===== config.mk =====
export PLATFORM = sky130hd
export DESIGN_NAME = ks_loop_filter
export DESIGN_NICKNAME = d
export VERILOG_FILES = /design/src/rtl/ks_loop_filter.sv
export SDC_FILE = /design/constraint.sdc
export NUM_CORES = 2
export LEC_CHECK = 0
export BUFFER_PORTS_ARGS = -buffer_cell sky130_fd_sc_hd__buf_2
export CORE_UTILIZATION = 35
export DETAILED_ROUTE_END_ITERATION = 10
export HOLD_SLACK_MARGIN = 0.02
export SETUP_SLACK_MARGIN = 0.05
export SLEW_MARGIN = 20
export SYNTH_ARGS = -nofsm -noshare
export SYNTH_HDL_FRONTEND = slang
export SYNTH_SLANG_ARGS = --single-unit

===== constraint.sdc =====
create_clock -name clk -period 10.34 [get_ports clk]
set_clock_uncertainty 0.15 [all_clocks]
set_input_delay 1.034 -clock clk [delete_from_list [all_inputs] [get_ports clk]]
set_output_delay 1.034 -clock clk [all_outputs]
set_load 0.05 [all_outputs]

===== src/rtl/ks_loop_filter.sv =====
// Karplus-Strong loop filter: two-tap average of delay-line samples scaled by a Q1.16 decay gain.
// Latency: fixed 3 edges after the capturing edge (filter and bypass alike), one sample per clock.
// Backpressure: none; the pipeline never stalls and samples in flight always complete.
//
// Ports:
//   clk       system clock, rising edge
//   reset     asynchronous active-high reset, clears all state
//   in_valid  din carries a new delay-line sample
//   din       signed sample from the delay line
//   decay     unsigned Q1.16 gain, values above 1.0 clamp to 1.0
//   trig      pluck strobe, clears the history sample (wins over in_valid)
//   bypass    pass din through unfiltered with the same latency
//   out_valid dout carries a new feedback sample
//   dout      signed feedback sample, holds its value while out_valid=0
//
// Build option: define KS_LOOP_FILTER_ROUND_EN to round half up in the Q16 rescale;
// without it the rescale truncates toward negative infinity.

module ks_loop_filter #(
  parameter int DATA_W  = 32,
  parameter int DECAY_W = 17
) (
  input  logic                      clk,
  input  logic                      reset,
  input  logic                      in_valid,
  input  logic signed [DATA_W-1:0]  din,
  input  logic        [DECAY_W-1:0] decay,
  input  logic                      trig,
  input  logic                      bypass,
  output logic                      out_valid,
  output logic signed [DATA_W-1:0]  dout
);

  localparam int FRAC   = 16;
  // Product of a DATA_W signed average and a zero-extended unsigned gain.
  localparam int PROD_W = DATA_W + DECAY_W + 1;
  // One guard bit so the rounding add cannot overflow.
  localparam int SH_W   = PROD_W + 1;

  localparam logic [DECAY_W-1:0]       DECAY_ONE = DECAY_W'(1) << FRAC;
  localparam logic signed [SH_W-1:0]   MAXV      = SH_W'({1'b0, {(DATA_W-1){1'b1}}});
  localparam logic signed [SH_W-1:0]   MINV      = ~MAXV;

  // History
  logic signed [DATA_W-1:0]  r_xprev;

  // S1
  logic                      r_vld1;
  logic signed [DATA_W:0]    r_sum1;
  logic signed [DATA_W-1:0]  r_din1;
  logic        [DECAY_W-1:0] r_decay1;
  logic                      r_byp1;

  // S2
  logic                      r_vld2;
  logic signed [PROD_W-1:0]  r_prod2;
  logic signed [DATA_W-1:0]  r_din2;
  logic                      r_byp2;

  // S3
  logic                      r_vld3;
  logic signed [DATA_W-1:0]  r_res3;

  // Output register
  logic                      r_out_valid;
  logic signed [DATA_W-1:0]  r_dout;

  // Combinational datapath
  logic signed [DATA_W:0]    w_sum;
  logic        [DECAY_W-1:0] w_decay_c;
  logic signed [DATA_W:0]    w_sum_sh;
  logic signed [PROD_W-1:0]  w_avg_ext;
  logic signed [PROD_W-1:0]  w_dec_ext;
  logic signed [PROD_W-1:0]  w_prod;
  logic signed [SH_W-1:0]    w_prod_ext;
  logic signed [SH_W-1:0]    w_scaled;
  logic signed [DATA_W-1:0]  w_clamped;

  // One extra bit makes the two-sample sum exact.
  assign w_sum     = {din[DATA_W-1], din} + {r_xprev[DATA_W-1], r_xprev};
  assign w_decay_c = (decay > DECAY_ONE) ? DECAY_ONE : decay;

  // Floor-halve the sum; the shifted value still fits DATA_W signed bits,
  // so sign-extending the full shifted word keeps the product exact.
  assign w_sum_sh  = r_sum1 >>> 1;
  assign w_avg_ext = {{(PROD_W-DATA_W-1){w_sum_sh[DATA_W]}}, w_sum_sh};
  assign w_dec_ext = {{(PROD_W-DECAY_W){1'b0}}, r_decay1};
  assign w_prod    = w_avg_ext * w_dec_ext;

`ifdef KS_LOOP_FILTER_ROUND_EN
  localparam logic [SH_W-1:0] RND = SH_W'(1) << (FRAC-1);
  assign w_prod_ext = {r_prod2[PROD_W-1], r_prod2} + RND;
`else
  assign w_prod_ext = {r_prod2[PROD_W-1], r_prod2};
`endif

  assign w_scaled = w_prod_ext >>> FRAC;

  // With the gain capped at 1.0 the result is always in range; the clamp is
  // a guard against any future widening of the gain.
  always_comb begin
    w_clamped = w_scaled[DATA_W-1:0];
    if (w_scaled > MAXV) begin
      w_clamped = MAXV[DATA_W-1:0];
    end else if (w_scaled < MINV) begin
      w_clamped = MINV[DATA_W-1:0];
    end
  end

  always_ff @(posedge clk or posedge reset) begin
    if (reset) begin
      r_xprev     <= '0;
      r_vld1      <= 1'b0;
      r_sum1      <= '0;
      r_din1      <= '0;
      r_decay1    <= '0;
      r_byp1      <= 1'b0;
      r_vld2      <= 1'b0;
      r_prod2     <= '0;
      r_din2      <= '0;
      r_byp2      <= 1'b0;
      r_vld3      <= 1'b0;
      r_res3      <= '0;
      r_out_valid <= 1'b0;
      r_dout      <= '0;
    end else begin
      // A pluck clears history even when it coincides with a sample; that
      // sample has already used the old history in w_sum.
      if (trig) begin
        r_xprev <= '0;
      end else if (in_valid) begin
        r_xprev <= din;
      end

      r_vld1 <= in_valid;
      if (in_valid) begin
        r_sum1   <= w_sum;
        r_din1   <= din;
        r_decay1 <= w_decay_c;
        r_byp1   <= bypass;
      end

      r_vld2 <= r_vld1;
      if (r_vld1) begin
        r_prod2 <= w_prod;
        r_din2  <= r_din1;
        r_byp2  <= r_byp1;
      end

      r_vld3 <= r_vld2;
      if (r_vld2) begin
        r_res3 <= r_byp2 ? r_din2 : w_clamped;
      end

      r_out_valid <= r_vld3;
      if (r_vld3) begin
        r_dout <= r_res3;
      end
    end
  end

  assign out_valid = r_out_valid;
  assign dout      = r_dout;

endmodule


# Yosys cells after proc, flatten, opt, wreduce, memory -nomap -nowiden
# Cells that the tools add are included.
# word_totals
reg_bits	266
latch_bits	0
ram_bits	0
mem_bits_ro	0
output_inout_bits	33
mem_count	0
# classes
add_sub_neg	1
n_mul	1
n_div	0
order_cmp	3
eq_ne	0
shifts	0
mux	6
n_bitwise	0
reduce_logical	1
# ops
operator	count
32-bit two-way mux	5
32-bit by 18-bit multiplier with 50-bit output	1
34-bit by 32-bit greater-than comparator with 1-bit output, second input constant	1
34-bit by 32-bit less-than comparator with 1-bit output, second input constant	1
32-bit by 32-bit adder with 33-bit output	1
17-bit greater-than comparator, second input constant	1
17-bit two-way mux	1
2-bit nonzero test	1

# Logic depth before layout (Yosys ltp)
# logic_depth
depth_word	4
depth_mapped	27
ltp_nobuf	25

# Worst setup path before layout
# No wires, ideal clock.
# synth_timing
kind	reg2reg
startpoint	reg r_sum1[32]
endpoint	reg r_prod2[49]
t_arrival_ns	6.257
required_time_ns	10.070
setup_slack_ns	3.813
path_stages_with_launch	23
n_path_buf	2
synth_period_minus_slack_ns	6.527
path_cell_list	dfrtp_1 > clkbuf_1 > clkbuf_1 > nand2_1 > fa_1 > fa_1 > inv_1 > fa_1 > fa_1 > fa_1 > inv_1 > fa_1 > inv_1 > ha_1 > a21o_1 > a21oi_1 > o21bai_1 > a21o_1 > a221oi_1 > o21bai_1 > a21o_1 > or3_1 > a31o_1
# synth_via
elab_chain_cells	1
# synth_rtl
item	line	rtl
start: declaration	49	logic signed [DATA_W:0] r_sum1;
start signal: assignment	137	r_sum1 <= w_sum;
32-bit by 18-bit multiplier with 50-bit output	88	assign w_prod = w_avg_ext * w_dec_ext;
end signal: assignment	145	r_prod2 <= w_prod;
end: declaration	56	logic signed [PROD_W-1:0] r_prod2;
# Every way passes these cells.
# A chain may end at the register's enable or synchronous reset.

# Final worst setup path
# layout_timing
startpoint	reg r_decay1[6]
endpoint	reg r_prod2[43]
# layout_via
elab_chain_cells	1
# layout_rtl
item	line	rtl
start: declaration	51	logic [DECAY_W-1:0] r_decay1;
start signal: assignment	139	r_decay1 <= w_decay_c;
32-bit by 18-bit multiplier with 50-bit output	88	
# Every way passes these cells.

==> out/results.ini <==
[outcome]
status=complete, no violations

[timing]
fin_crit_sh=0.721
setup_violations=0
worstMarginPinSlew_ns=1.01
rsz0062_at_grt=no
fin_crit_ns=7.46
maxSlewHeadroom=0.326
hold_viol_final=0
maxSlewViolCount=0
fin_setup_tns_ns=0
max_freq_mhz=134

[critical_path]
ff2ff_path_depth=23
worstReg2RegStart=r_decay1[6]$_DFFE_PP0P_
crit_start=r_decay1[6]$_DFFE_PP0P_
regToRegSetupSlack_ns=2.88
crit_end=r_prod2[43]$_DFFE_PP0P_
worst_r2r_endpoint=r_prod2[43]$_DFFE_PP0P_
worstPathRequired_ns=10.60
path_class=flop to flop
critPathCaptureType=flop
arrival_ns=7.72
worstSetupStartpointType=flop
crit_fanout=20

[clock_network]
clockBufferDepth=3
cts_sinks=249
path_clk_slew_ns=0.06
tritoncts=done
cts_resized=0
cts_setup_buffers=0
postCtsHoldBufs=0
cts_buffers=25
cts_root_buf=clkbuf_16
h-tree-depth=1
insertion_delay_ns=0.54

[finish]
nets=3858
syn2layout_area_growth_pct=7.98
final_cell_area_sq_um=32400
drive_gt1_frac=0.0935

[global_routing]
grt_pass1_vias=22100
grt_pass1_wl_um=121000
grt_max_degree=130
antenna_found_initial=1
grt_usage=0.176
overflow=0

[synth]
ys_seq_area_frac=0.208
synth_edf_count=0
synthesis.area_sq_um=30000
synth_common_cells=707 x inv_1, 520 x fa_1, 354 x nand2_1
synthCells=3141
synth_fp_nets=3861
yosysMostFrequentCell=inv_1
async_flop_share=1.00
synth_area_leaders=fa_1 35%, dfrtp_1 21%, inv_1 8.8%
yosys_warnings=0
synth_top_cell_area_share=0.347
ys_types=65
synth_area_leader_cell=fa_1
synthFlopType=dfrtp_1
ys_ff_latch=249
syn_avg_cell_area_sq_um=9.55

[routing]
wl_um=73300
vias=20800
wl_per_cell_um=17.0
met3_length_um=2890
vias_per_cell=4.82
route.detailed.drc=0
first_pass_iters=5
drtIter0Drc=1087
dr_wl_met2_um=36300
ant_nets=0
top_layer=met4
met1_length_um=32300

[floorplanning]
core_sq_um=85000
rows=107
die_area_sq_um=86900
die_w_um=295
fp.dieH_um=295
io_pins=87
start_util=0.353

[placed_design]
io_buffers=86
gp_congestion=0.858
dp_hpwl_um=55300
place_area_sq_um=31600

[run]
drv_cap=0

[hold_path]
hold_path.class=flop to flop

## metal layers
| layer | vias up | track usage |
|---|---|---|
| li1 | 9504 | - |
| met2 | 405 | 0.301 |
| met3 | 89 | 0.0158 |
| met4 | 0 | 0.0415 |
| met1 | 10800 | 0.240 |
| met5 | - | 0 |
## metrics by stage
stage | cells | worst slack [ns] | hold slack (ns) | utilization
floorplan | 3141 | 2.31 | 0.202 | -
global placement | 4255 | 2.95 | 0.309 | 0.371
detailed placement | 4255 | 2.92 | 0.320 | 0.371
CTS | 4300 | 2.87 | 0.336 | 0.381
global route | 4300 | 2.53 | 0.361 | 0.381
finish | 4301 | 2.88 | 0.331 | 0.381
## cell type report
cell class                      instances  area (sq um)
Antenna cell                            1          2.50
Clock buffer                           36           727
Clock inverter                          9          85.1
Fill cell                            8524         52600
Inverter                              708          2670
Multi-Input combinational cell       2033         20600
Sequential cell                       249          6230
Tap cell                             1144          1430
Timing Repair Buffer                  121           696
## critical path, cell delays in order, from the launching register on
cell     delay (ns)
dfrtp_1        0.76
buf_4          0.42
and2_1         0.21
fa_1           0.39
inv_1          0.08
fa_1           0.43
fa_1           0.52
inv_1          0.06
fa_1           0.51
fa_1           0.50
inv_1          0.06
fa_1           0.48
inv_1          0.04
ha_1           0.33
a21o_1         0.21
a221o_1        0.34
a21oi_1        0.19
o211a_2        0.25
nand2_1        0.11
a41oi_1        0.40
o21ai_1        0.24
a41oi_1        0.29
xnor2_1        0.10
mux2_2         0.26
## logic make-up after synthesis
group / Yosys count / synth area share
AOI/OAI and AO/OA: 386 / 0.0789
xor gates and xnor gates: 62 / 0.0181
adders and majority gates: 666 / 0.408
buffers and inverters: 859 / 0.108
DFF: 249 / 0.208
muxes: 122 / 0.0456
and+or+nand+nor: 797 / 0.134
## placed cells by master (no fill, tap or decap), drive strengths merged, types with 3 or more instances in the layout
master	n
o21bai	16
clkbuf	36
clkinv	5
xor2	15
nand2b	6
a221o	4
inv	709
nand3b	3
a2111o	3
nor4	4
o21a	4
o221ai	4
nor3	5
a311o	3
nand2	354
nor2	32
nand3	15
mux2i	4
and2	327
o211ai	3
ha	146
a22o	16
a41oi	7
nor2b	9
o21ai	92
buf	121
and3	16
or3	5
xnor2	47
fa	520
a211oi	5
nand4	12
a21o	32
a31oi	11
dfrtp	249
mux2	118
a21oi	168
## how the worst min path moves through the flow
stage | end | from | cells after the start | slack, ns
after floorplan | out_valid$_DFF_PP0_ | r_vld3$_DFF_PP0_ | 0 | 0.20
after global placement | r_din2[13]$_DFFE_PP0P_ | r_din1[13]$_DFFE_PP0P_ | 2 | 0.31
after detailed placement | r_din2[8]$_DFFE_PP0P_ | r_din1[8]$_DFFE_PP0P_ | 2 | 0.32
after CTS | r_din2[14]$_DFFE_PP0P_ | r_din1[14]$_DFFE_PP0P_ | 2 | 0.34
after global routing | r_din2[19]$_DFFE_PP0P_ | r_din1[19]$_DFFE_PP0P_ | 2 | 0.36
final | r_din2[8]$_DFFE_PP0P_ | r_din1[8]$_DFFE_PP0P_ | 2 | 0.33
## sequential cells by signal (all words and copies together) (netlist names), 17 cells and up
register,count
r_din1,32
r_decay1,17
r_xprev,32
dout,32
r_prod2,34
r_res3,32
r_din2,32
r_sum1,32
Power is left out: the tool's default activity adds up to more than one toggle a clock period on the data nets, which glitch-free logic cannot reach.
